<file path="config.mk">
export PLATFORM = sky130hd
export DESIGN_NAME = id_ex_stage_flat
export DESIGN_NICKNAME = d
export VERILOG_FILES = /design/src/rtl/id_ex_stage_if.sv /design/src/rtl/id_ex_stage.sv /design/src/flat_wrapper.sv
export SDC_FILE = /design/constraint.sdc
export NUM_CORES = 1
export LEC_CHECK = 0
export ABC_AREA = 1
export BUFFER_PORTS_ARGS = -buffer_cell sky130_fd_sc_hd__buf_2
export CORE_ASPECT_RATIO = 0.5
export CORE_UTILIZATION = 42
export CTS_BUF_LIST = sky130_fd_sc_hd__clkbuf_4 sky130_fd_sc_hd__clkbuf_8 sky130_fd_sc_hd__clkbuf_16
export DETAILED_ROUTE_END_ITERATION = 8
export GPL_TIMING_DRIVEN = 0
export PLACE_DENSITY_LB_ADDON = 0.08
export SYNTH_ARGS = -nofsm -noshare
export SYNTH_HDL_FRONTEND = slang
export SYNTH_SLANG_ARGS = --single-unit
</file>
<file path="constraint.sdc">
create_clock -name clk -period 1 [get_ports clk]
set_input_delay 0.1 -clock clk [delete_from_list [all_inputs] [get_ports clk]]
set_output_delay 0.1 -clock clk [all_outputs]
set_load 0.01 [all_outputs]
</file>
<file path="src/rtl/id_ex_stage_if.sv">
// Decode-to-execute pipeline bus: upstream handshake + decoded payload, flush,
// and the downstream handshake + registered payload.
interface id_ex_stage_if #(
    parameter int DATA_W = 32
);
    logic              id_valid;
    logic              id_ready;
    logic [DATA_W-1:0] id_pc;
    logic [DATA_W-1:0] id_rs1;
    logic [DATA_W-1:0] id_rs2;
    logic [DATA_W-1:0] id_imm;
    logic [4:0]        id_rd;
    logic [6:0]        id_op;
    logic [2:0]        id_f3;
    logic [3:0]        id_alu_op;
    logic              flush;
    logic              ex_valid;
    logic              ex_ready;
    logic [DATA_W-1:0] ex_pc;
    logic [DATA_W-1:0] ex_rs1;
    logic [DATA_W-1:0] ex_rs2;
    logic [DATA_W-1:0] ex_imm;
    logic [4:0]        ex_rd;
    logic [6:0]        ex_op;
    logic [2:0]        ex_f3;
    logic [3:0]        ex_alu_op;

    // Stage-side view.
    modport slave (
        input  id_valid, id_pc, id_rs1, id_rs2, id_imm, id_rd, id_op, id_f3, id_alu_op,
        input  flush, ex_ready,
        output id_ready, ex_valid,
        output ex_pc, ex_rs1, ex_rs2, ex_imm, ex_rd, ex_op, ex_f3, ex_alu_op
    );

    // Environment-side view (decode driver + execute sink).
    modport master (
        output id_valid, id_pc, id_rs1, id_rs2, id_imm, id_rd, id_op, id_f3, id_alu_op,
        output flush, ex_ready,
        input  id_ready, ex_valid,
        input  ex_pc, ex_rs1, ex_rs2, ex_imm, ex_rd, ex_op, ex_f3, ex_alu_op
    );
endinterface

</file>
<file path="src/rtl/id_ex_stage.sv">
// ID/EX pipeline register. Default: single entry, id_ready = !ex_valid || ex_ready.
// Define ID_EX_SKID_BUF_EN for a two-entry skid buffer with a registered id_ready.
module id_ex_stage #(
    parameter int DATA_W = 32
) (
    input logic          clk,
    input logic          rst_n,
    id_ex_stage_if.slave bus
);
    localparam int PW = 4*DATA_W + 19;

    logic [PW-1:0] in_w;
    logic [PW-1:0] out_q;
    logic          valid_q;
    logic          push;
    logic          pop;

    assign in_w = {bus.id_pc, bus.id_rs1, bus.id_rs2, bus.id_imm,
                   bus.id_rd, bus.id_op, bus.id_f3, bus.id_alu_op};
    assign {bus.ex_pc, bus.ex_rs1, bus.ex_rs2, bus.ex_imm,
            bus.ex_rd, bus.ex_op, bus.ex_f3, bus.ex_alu_op} = out_q;
    assign bus.ex_valid = valid_q;

    assign push = bus.id_valid && bus.id_ready;
    assign pop  = valid_q && bus.ex_ready;

`ifdef ID_EX_SKID_BUF_EN
    typedef enum logic [1:0] {EMPTY, ONE, FULL} state_t;

    state_t        state_q;
    logic [PW-1:0] skid_q;
    logic          ready_q;

    assign bus.id_ready = ready_q;

    // ready_q mirrors "skid empty" so ex_ready never reaches id_ready combinationally.
    always_ff @(posedge clk or negedge rst_n) begin
        if (!rst_n) begin
            state_q <= EMPTY;
            valid_q <= 1'b0;
            ready_q <= 1'b1;
            out_q   <= '0;
            skid_q  <= '0;
        end else if (bus.flush) begin
            state_q <= EMPTY;
            valid_q <= 1'b0;
            ready_q <= 1'b1;
            out_q   <= '0;
            skid_q  <= '0;
        end else begin
            case (state_q)
                EMPTY: begin
                    if (push) begin
                        out_q   <= in_w;
                        valid_q <= 1'b1;
                        state_q <= ONE;
                    end
                end
                ONE: begin
                    if (push && pop) begin
                        out_q <= in_w;
                    end else if (push) begin
                        skid_q  <= in_w;
                        ready_q <= 1'b0;
                        state_q <= FULL;
                    end else if (pop) begin
                        valid_q <= 1'b0;
                        state_q <= EMPTY;
                    end
                end
                FULL: begin
                    if (pop) begin
                        out_q   <= skid_q;
                        ready_q <= 1'b1;
                        state_q <= ONE;
                    end
                end
                default: begin
                    state_q <= EMPTY;
                    valid_q <= 1'b0;
                    ready_q <= 1'b1;
                end
            endcase
        end
    end
`else
    logic [PW-1:0] out_d;
    logic          valid_d;

    assign bus.id_ready = !valid_q || bus.ex_ready;

    always_comb begin
        out_d   = out_q;
        valid_d = valid_q;
        if (bus.flush) begin
            out_d   = '0;
            valid_d = 1'b0;
        end else if (push) begin
            out_d   = in_w;
            valid_d = 1'b1;
        end else if (pop) begin
            valid_d = 1'b0;
        end
    end

    always_ff @(posedge clk or negedge rst_n) begin
        if (!rst_n) begin
            out_q   <= '0;
            valid_q <= 1'b0;
        end else begin
            out_q   <= out_d;
            valid_q <= valid_d;
        end
    end
`endif

endmodule
</file>
<file path="src/flat_wrapper.sv">
// flat-port wrapper written by rule: the top's interface ports become plain ports
module id_ex_stage_flat 
#(
    parameter int DATA_W = 32
)
  (clk, rst_n, bus_id_valid, bus_id_pc, bus_id_rs1, bus_id_rs2, bus_id_imm, bus_id_rd, bus_id_op, bus_id_f3, bus_id_alu_op, bus_flush, bus_ex_ready, bus_id_ready, bus_ex_valid, bus_ex_pc, bus_ex_rs1, bus_ex_rs2, bus_ex_imm, bus_ex_rd, bus_ex_op, bus_ex_f3, bus_ex_alu_op);
  id_ex_stage_if #(.DATA_W(DATA_W)) bus_i ();
  input logic clk;
  input logic rst_n;
  input wire logic [$bits(bus_i.id_valid)-1:0] bus_id_valid;
  input wire logic [$bits(bus_i.id_pc)-1:0] bus_id_pc;
  input wire logic [$bits(bus_i.id_rs1)-1:0] bus_id_rs1;
  input wire logic [$bits(bus_i.id_rs2)-1:0] bus_id_rs2;
  input wire logic [$bits(bus_i.id_imm)-1:0] bus_id_imm;
  input wire logic [$bits(bus_i.id_rd)-1:0] bus_id_rd;
  input wire logic [$bits(bus_i.id_op)-1:0] bus_id_op;
  input wire logic [$bits(bus_i.id_f3)-1:0] bus_id_f3;
  input wire logic [$bits(bus_i.id_alu_op)-1:0] bus_id_alu_op;
  input wire logic [$bits(bus_i.flush)-1:0] bus_flush;
  input wire logic [$bits(bus_i.ex_ready)-1:0] bus_ex_ready;
  output wire logic [$bits(bus_i.id_ready)-1:0] bus_id_ready;
  output wire logic [$bits(bus_i.ex_valid)-1:0] bus_ex_valid;
  output wire logic [$bits(bus_i.ex_pc)-1:0] bus_ex_pc;
  output wire logic [$bits(bus_i.ex_rs1)-1:0] bus_ex_rs1;
  output wire logic [$bits(bus_i.ex_rs2)-1:0] bus_ex_rs2;
  output wire logic [$bits(bus_i.ex_imm)-1:0] bus_ex_imm;
  output wire logic [$bits(bus_i.ex_rd)-1:0] bus_ex_rd;
  output wire logic [$bits(bus_i.ex_op)-1:0] bus_ex_op;
  output wire logic [$bits(bus_i.ex_f3)-1:0] bus_ex_f3;
  output wire logic [$bits(bus_i.ex_alu_op)-1:0] bus_ex_alu_op;
  assign bus_i.id_valid = bus_id_valid;
  assign bus_i.id_pc = bus_id_pc;
  assign bus_i.id_rs1 = bus_id_rs1;
  assign bus_i.id_rs2 = bus_id_rs2;
  assign bus_i.id_imm = bus_id_imm;
  assign bus_i.id_rd = bus_id_rd;
  assign bus_i.id_op = bus_id_op;
  assign bus_i.id_f3 = bus_id_f3;
  assign bus_i.id_alu_op = bus_id_alu_op;
  assign bus_i.flush = bus_flush;
  assign bus_i.ex_ready = bus_ex_ready;
  assign bus_id_ready = bus_i.id_ready;
  assign bus_ex_valid = bus_i.ex_valid;
  assign bus_ex_pc = bus_i.ex_pc;
  assign bus_ex_rs1 = bus_i.ex_rs1;
  assign bus_ex_rs2 = bus_i.ex_rs2;
  assign bus_ex_imm = bus_i.ex_imm;
  assign bus_ex_rd = bus_i.ex_rd;
  assign bus_ex_op = bus_i.ex_op;
  assign bus_ex_f3 = bus_i.ex_f3;
  assign bus_ex_alu_op = bus_i.ex_alu_op;
  id_ex_stage #(.DATA_W(DATA_W)) u_core (.clk(clk), .rst_n(rst_n), .bus(bus_i));
endmodule
</file>
# After elaboration in Yosys (flattened, before gate mapping)
# Index checks and enable logic that the tools add are counted.
# Widths: inputs -> output; s select.
# classes
add_sub_neg,0
n_mul,0
div,0
n_lt_le_gt_ge,0
n_eq_ne,0
n_shift,0
n_mux,5
bitwise_logic,0
reduce_logical,6
# op_table
cell,count
$mux 147,2
$mux 1,3
$reduce_bool 3->1,1
$logic_and 1x1->1,2
$reduce_bool 2->1,1
$logic_not 1->1,1
$logic_or 1x1->1,1
# word_totals
regBits,148
latchBits,0
mem_bits_rw,0
rom_bits,0
in_bits,152
output_inout_bits,149
elab_cells,13
mem_count,0

# Longest topological paths before layout
# depth
ltp_word,5
mapped_depth,7
mapped_depth_nobuf,5

# Worst setup path before layout
# No wires, ideal clock.
# synth_timing
path_kind,register -> register
start,register u_core.valid_q (netlist: u_core.bus.ex_valid)
end,register u_core.out_q[100]
setup_ns,0.118
t_arrival_ns,0.994
required_time_ns,0.882
slack_ns,-0.111
stages_incl_launch_ff,7
path_cell_list,dfrtp_1 -> nand2_2 -> nand2_2 -> buf_4 -> buf_4 -> nand3_1 -> nand2_1
# synth_via
elab_chain_cells,4
# synth_rtl
element,line_no,text
from (decl),id_ex_stage.sv:14,logic valid_q;
from (signal assigned),id_ex_stage.sv:112,valid_q <= valid_d;
$logic_not 1->1,id_ex_stage.sv:90,assign bus.id_ready = !valid_q || bus.ex_ready;
$logic_or 1x1->1,id_ex_stage.sv:90,
$logic_and 1x1->1,id_ex_stage.sv:24,assign push = bus.id_valid && bus.id_ready;
$reduce_bool 2->1 (no source line),n/a,
to (signal assigned),id_ex_stage.sv:111,out_q <= out_d;
to (decl),id_ex_stage.sv:13,logic [PW-1:0] out_q;
# Every way passes these cells.
# A chain may end at the register's enable or synchronous reset.

# Final worst setup path
# layout_timing
start,register u_core.valid_q (netlist: u_core.bus.ex_valid)
end,register u_core.out_q[9]
# Same word-level chain as after synthesis.

==> metrics.csv <==
metric,value,unit
outcome,finished with violations,
violations,"hold timing, setup timing",
clk_pin_slew,0.07,ns
synth_cells,676,
fin_ws,-0.3265,ns
crit_fanout,6,
multi_input_area,0.002599,mm^2
cap_violations,0,
cts_buffers,17,
synth_nets,828,
irDropWorstVdd,1.204,mV
final_area,0.01181,mm^2
die_y,89.27,um
cts_tree,done,
htree_levels,4,
die-area,0.01576,mm^2
cp-start-kind,flip-flop,
diodes,0,
syn_area,0.006397,mm^2
clk_latency,0.41,ns
cts_max_path_buffers,2,
cts_hold_buf,148,
routedWlPerCell,18.08,um
final_core_util,80.58,%
die_x,176.5,um
core,0.01466,mm^2
rows,31,
critPathArrivalTime,1.62,ns
worstSetupEndpointType,flip-flop,
grt.total_usage,28.52,%
dp_hpwl,14120,um
start_util,43.63,%
grt_max_degree,89,
hold-worst-slack,-0.2468,ns
ys_seq_area_share,57.89,%
gp_congestion,0.8415,
leakage,6.366,nW
yosysWarnings,0,
portBuffers,299,
fin_crit_sh,132.6,%
post-place-cells,1174,
slew-limit-headroom,42.61,%
ys_ff_latch,148,
nFillCells,913,
fin_crit,1.326,ns
overflow,0,
drc,0,
rsz0062_at_grt,true,
finalNetCount,1377,
grt_pass1_vias,6802,
via_per_inst,5.399,
antenna_found_initial,0,
postRouteAntennaNets,0,
hold_violations,87,
placedInstanceArea,0.008324,mm^2
finalClockSkew,0.007918,ns
ios,301,
fmax,753.9,MHz
finalMaxSlewViolations,0,
drtPass1Iterations,5,
final_cells,1436,
via_count,7753,
tightest_slew,0.8608,ns
setup_viol,296,
powerDensity,1375,mW/mm^2
yosysUniqueCellTypes,12,
final-seq-area,0.003704,mm^2
cts.sinks,148,
drive_above_1_share,45.64,%
syn_avg_cell_area,9.464,um^2
grt_pass1_wl,34920,um
area_growth,84.67,%
worstPathRequired,1.30,ns
drt_iter0_drc,498,
clockRootBuffer,clkbuf_16,
path_class,flip-flop to flip-flop,
holdCritPathClass,primary input to asynchronous set/reset pin,
wirelength,25970,um
## synthesized netlist by cell type
cell type | instances | area share, %
a21oi_1 | 1 | 0.078
nand3_1 | 147 | 12
clkbuf_1 | 7 | 0.41
buf_2 | 54 | 4.2
buf_4 | 17 | 2.0
inv_1 | 2 | 0.12
inv_2 | 1 | 0.059
nand2_2 | 2 | 0.20
nand4_1 | 147 | 14
dfrtp_1 | 148 | 58
buf_6 | 3 | 0.53
nand2_1 | 147 | 8.6
## logic make-up after synthesis
| kind of cell | after synthesis | share of synthesized area [%] |
|---|---|---|
| compound gates | 1 | 0.07816 |
| buf+inv | 84 | 7.334 |
| flops | 148 | 57.89 |
| simple gates | 443 | 34.70 |
## metal layers
| layer | track usage, % | routed length, um | up-vias |
|---|---|---|---|
| met1 | 36.91 | 10200 | 3770 |
| li1 | - | - | 3526 |
| met5 | 0 | 0 | - |
| met2 | 46.95 | 13010 | 385 |
| met3 | 6.888 | 1972 | 72 |
| met4 | 11.29 | 781 | 0 |
## registers in the layout, summed over array words and instances (netlist names)
| register | count |
|---|---|
| u_core.out_q | 147 |
| u_core.bus.ex_valid | 1 |
## area by class of cell
type | instances | share of cell area [%]
inverter | 3 | 0.09532
clock inverter | 12 | 1.017
timing repair buffer | 530 | 34.60
clock buffer | 20 | 3.845
tap | 198 | 2.097
sequential | 148 | 31.35
multi-input combinational | 444 | 22.00
buffer | 81 | 4.999
## path summary, 6_finish.rpt
check,startpoint,end,slack [ns],cells after the start
worst max-delay path,u_core.bus.ex_valid$_DFFE_PN0P_,u_core.out_q[9]$_DFFE_PN0P_,-0.33,7
worst min-delay path,rst_n,u_core.out_q[41]$_DFFE_PN0P_,-0.25,1
worst max register to register,u_core.bus.ex_valid$_DFFE_PN0P_,u_core.out_q[9]$_DFFE_PN0P_,-0.33,7
worst min register to register,u_core.out_q[93]$_DFFE_PN0P_,u_core.out_q[93]$_DFFE_PN0P_,0.50,2
max in group asynchronous,rst_n,u_core.out_q[109]$_DFFE_PN0P_,0.40,2
min in group clk,bus_id_valid,u_core.out_q[139]$_DFFE_PN0P_,0.23,4
## timing repair
action / CTS / global route
hold endpoints to repair: 235 / 87
buffers inserted: 2 / 73
pin swaps: 1 / 18
endpoints found under the setup margin: 296 / 297
gates resized for setup: 20 / 133
gates cloned: 0 / 7
## cells in the final DEF (no fill, tap or decap), drive strengths merged
cell type    instances
buf                449
nand2              149
dlygate4sd3        148
dfrtp              148
nand4              147
nand3              147
clkbuf              34
inv                  8
clkinvlp             5
a21oi                1
bufinv               1
clkinv               1
## metrics by stage
| step | total power, mW | setup TNS, ns | setup slack, ns | hold slack, ns |
|---|---|---|---|---|
| final | 16.25 | -44.21 | -0.3265 | -0.2468 |
| after global routing | 16.90 | -55.03 | -0.3904 | -0.1866 |
| after floorplan | 7.695 | -10.73 | -0.08333 | -0.1956 |
| after CTS | 15.58 | -45.27 | -0.2913 | -0.2014 |
| after global placement | 8.759 | -387.65 | -2.461 | 0.2755 |
| after detailed placement | 8.800 | -32.89 | -0.2503 | 0.2463 |
## critical path: stages (launching register included)
cell	delay [ns]
dfrtp_1	0.41
nand2_4	0.11
buf_6	0.12
nand2_8	0.08
clkbuf_16	0.19
clkbuf_16	0.16
nand3_2	0.06
nand2_1	0.07
## power breakdown
group	internal (mW)	switching [mW]	total [mW]
Clock	3.59	2.72	6.31
Combinational	1.72	1.62	3.35
Sequential	6.34	0.245	6.59
Total	11.7	4.58	16.2
Note: power is estimated with default switching activity, not from simulation.
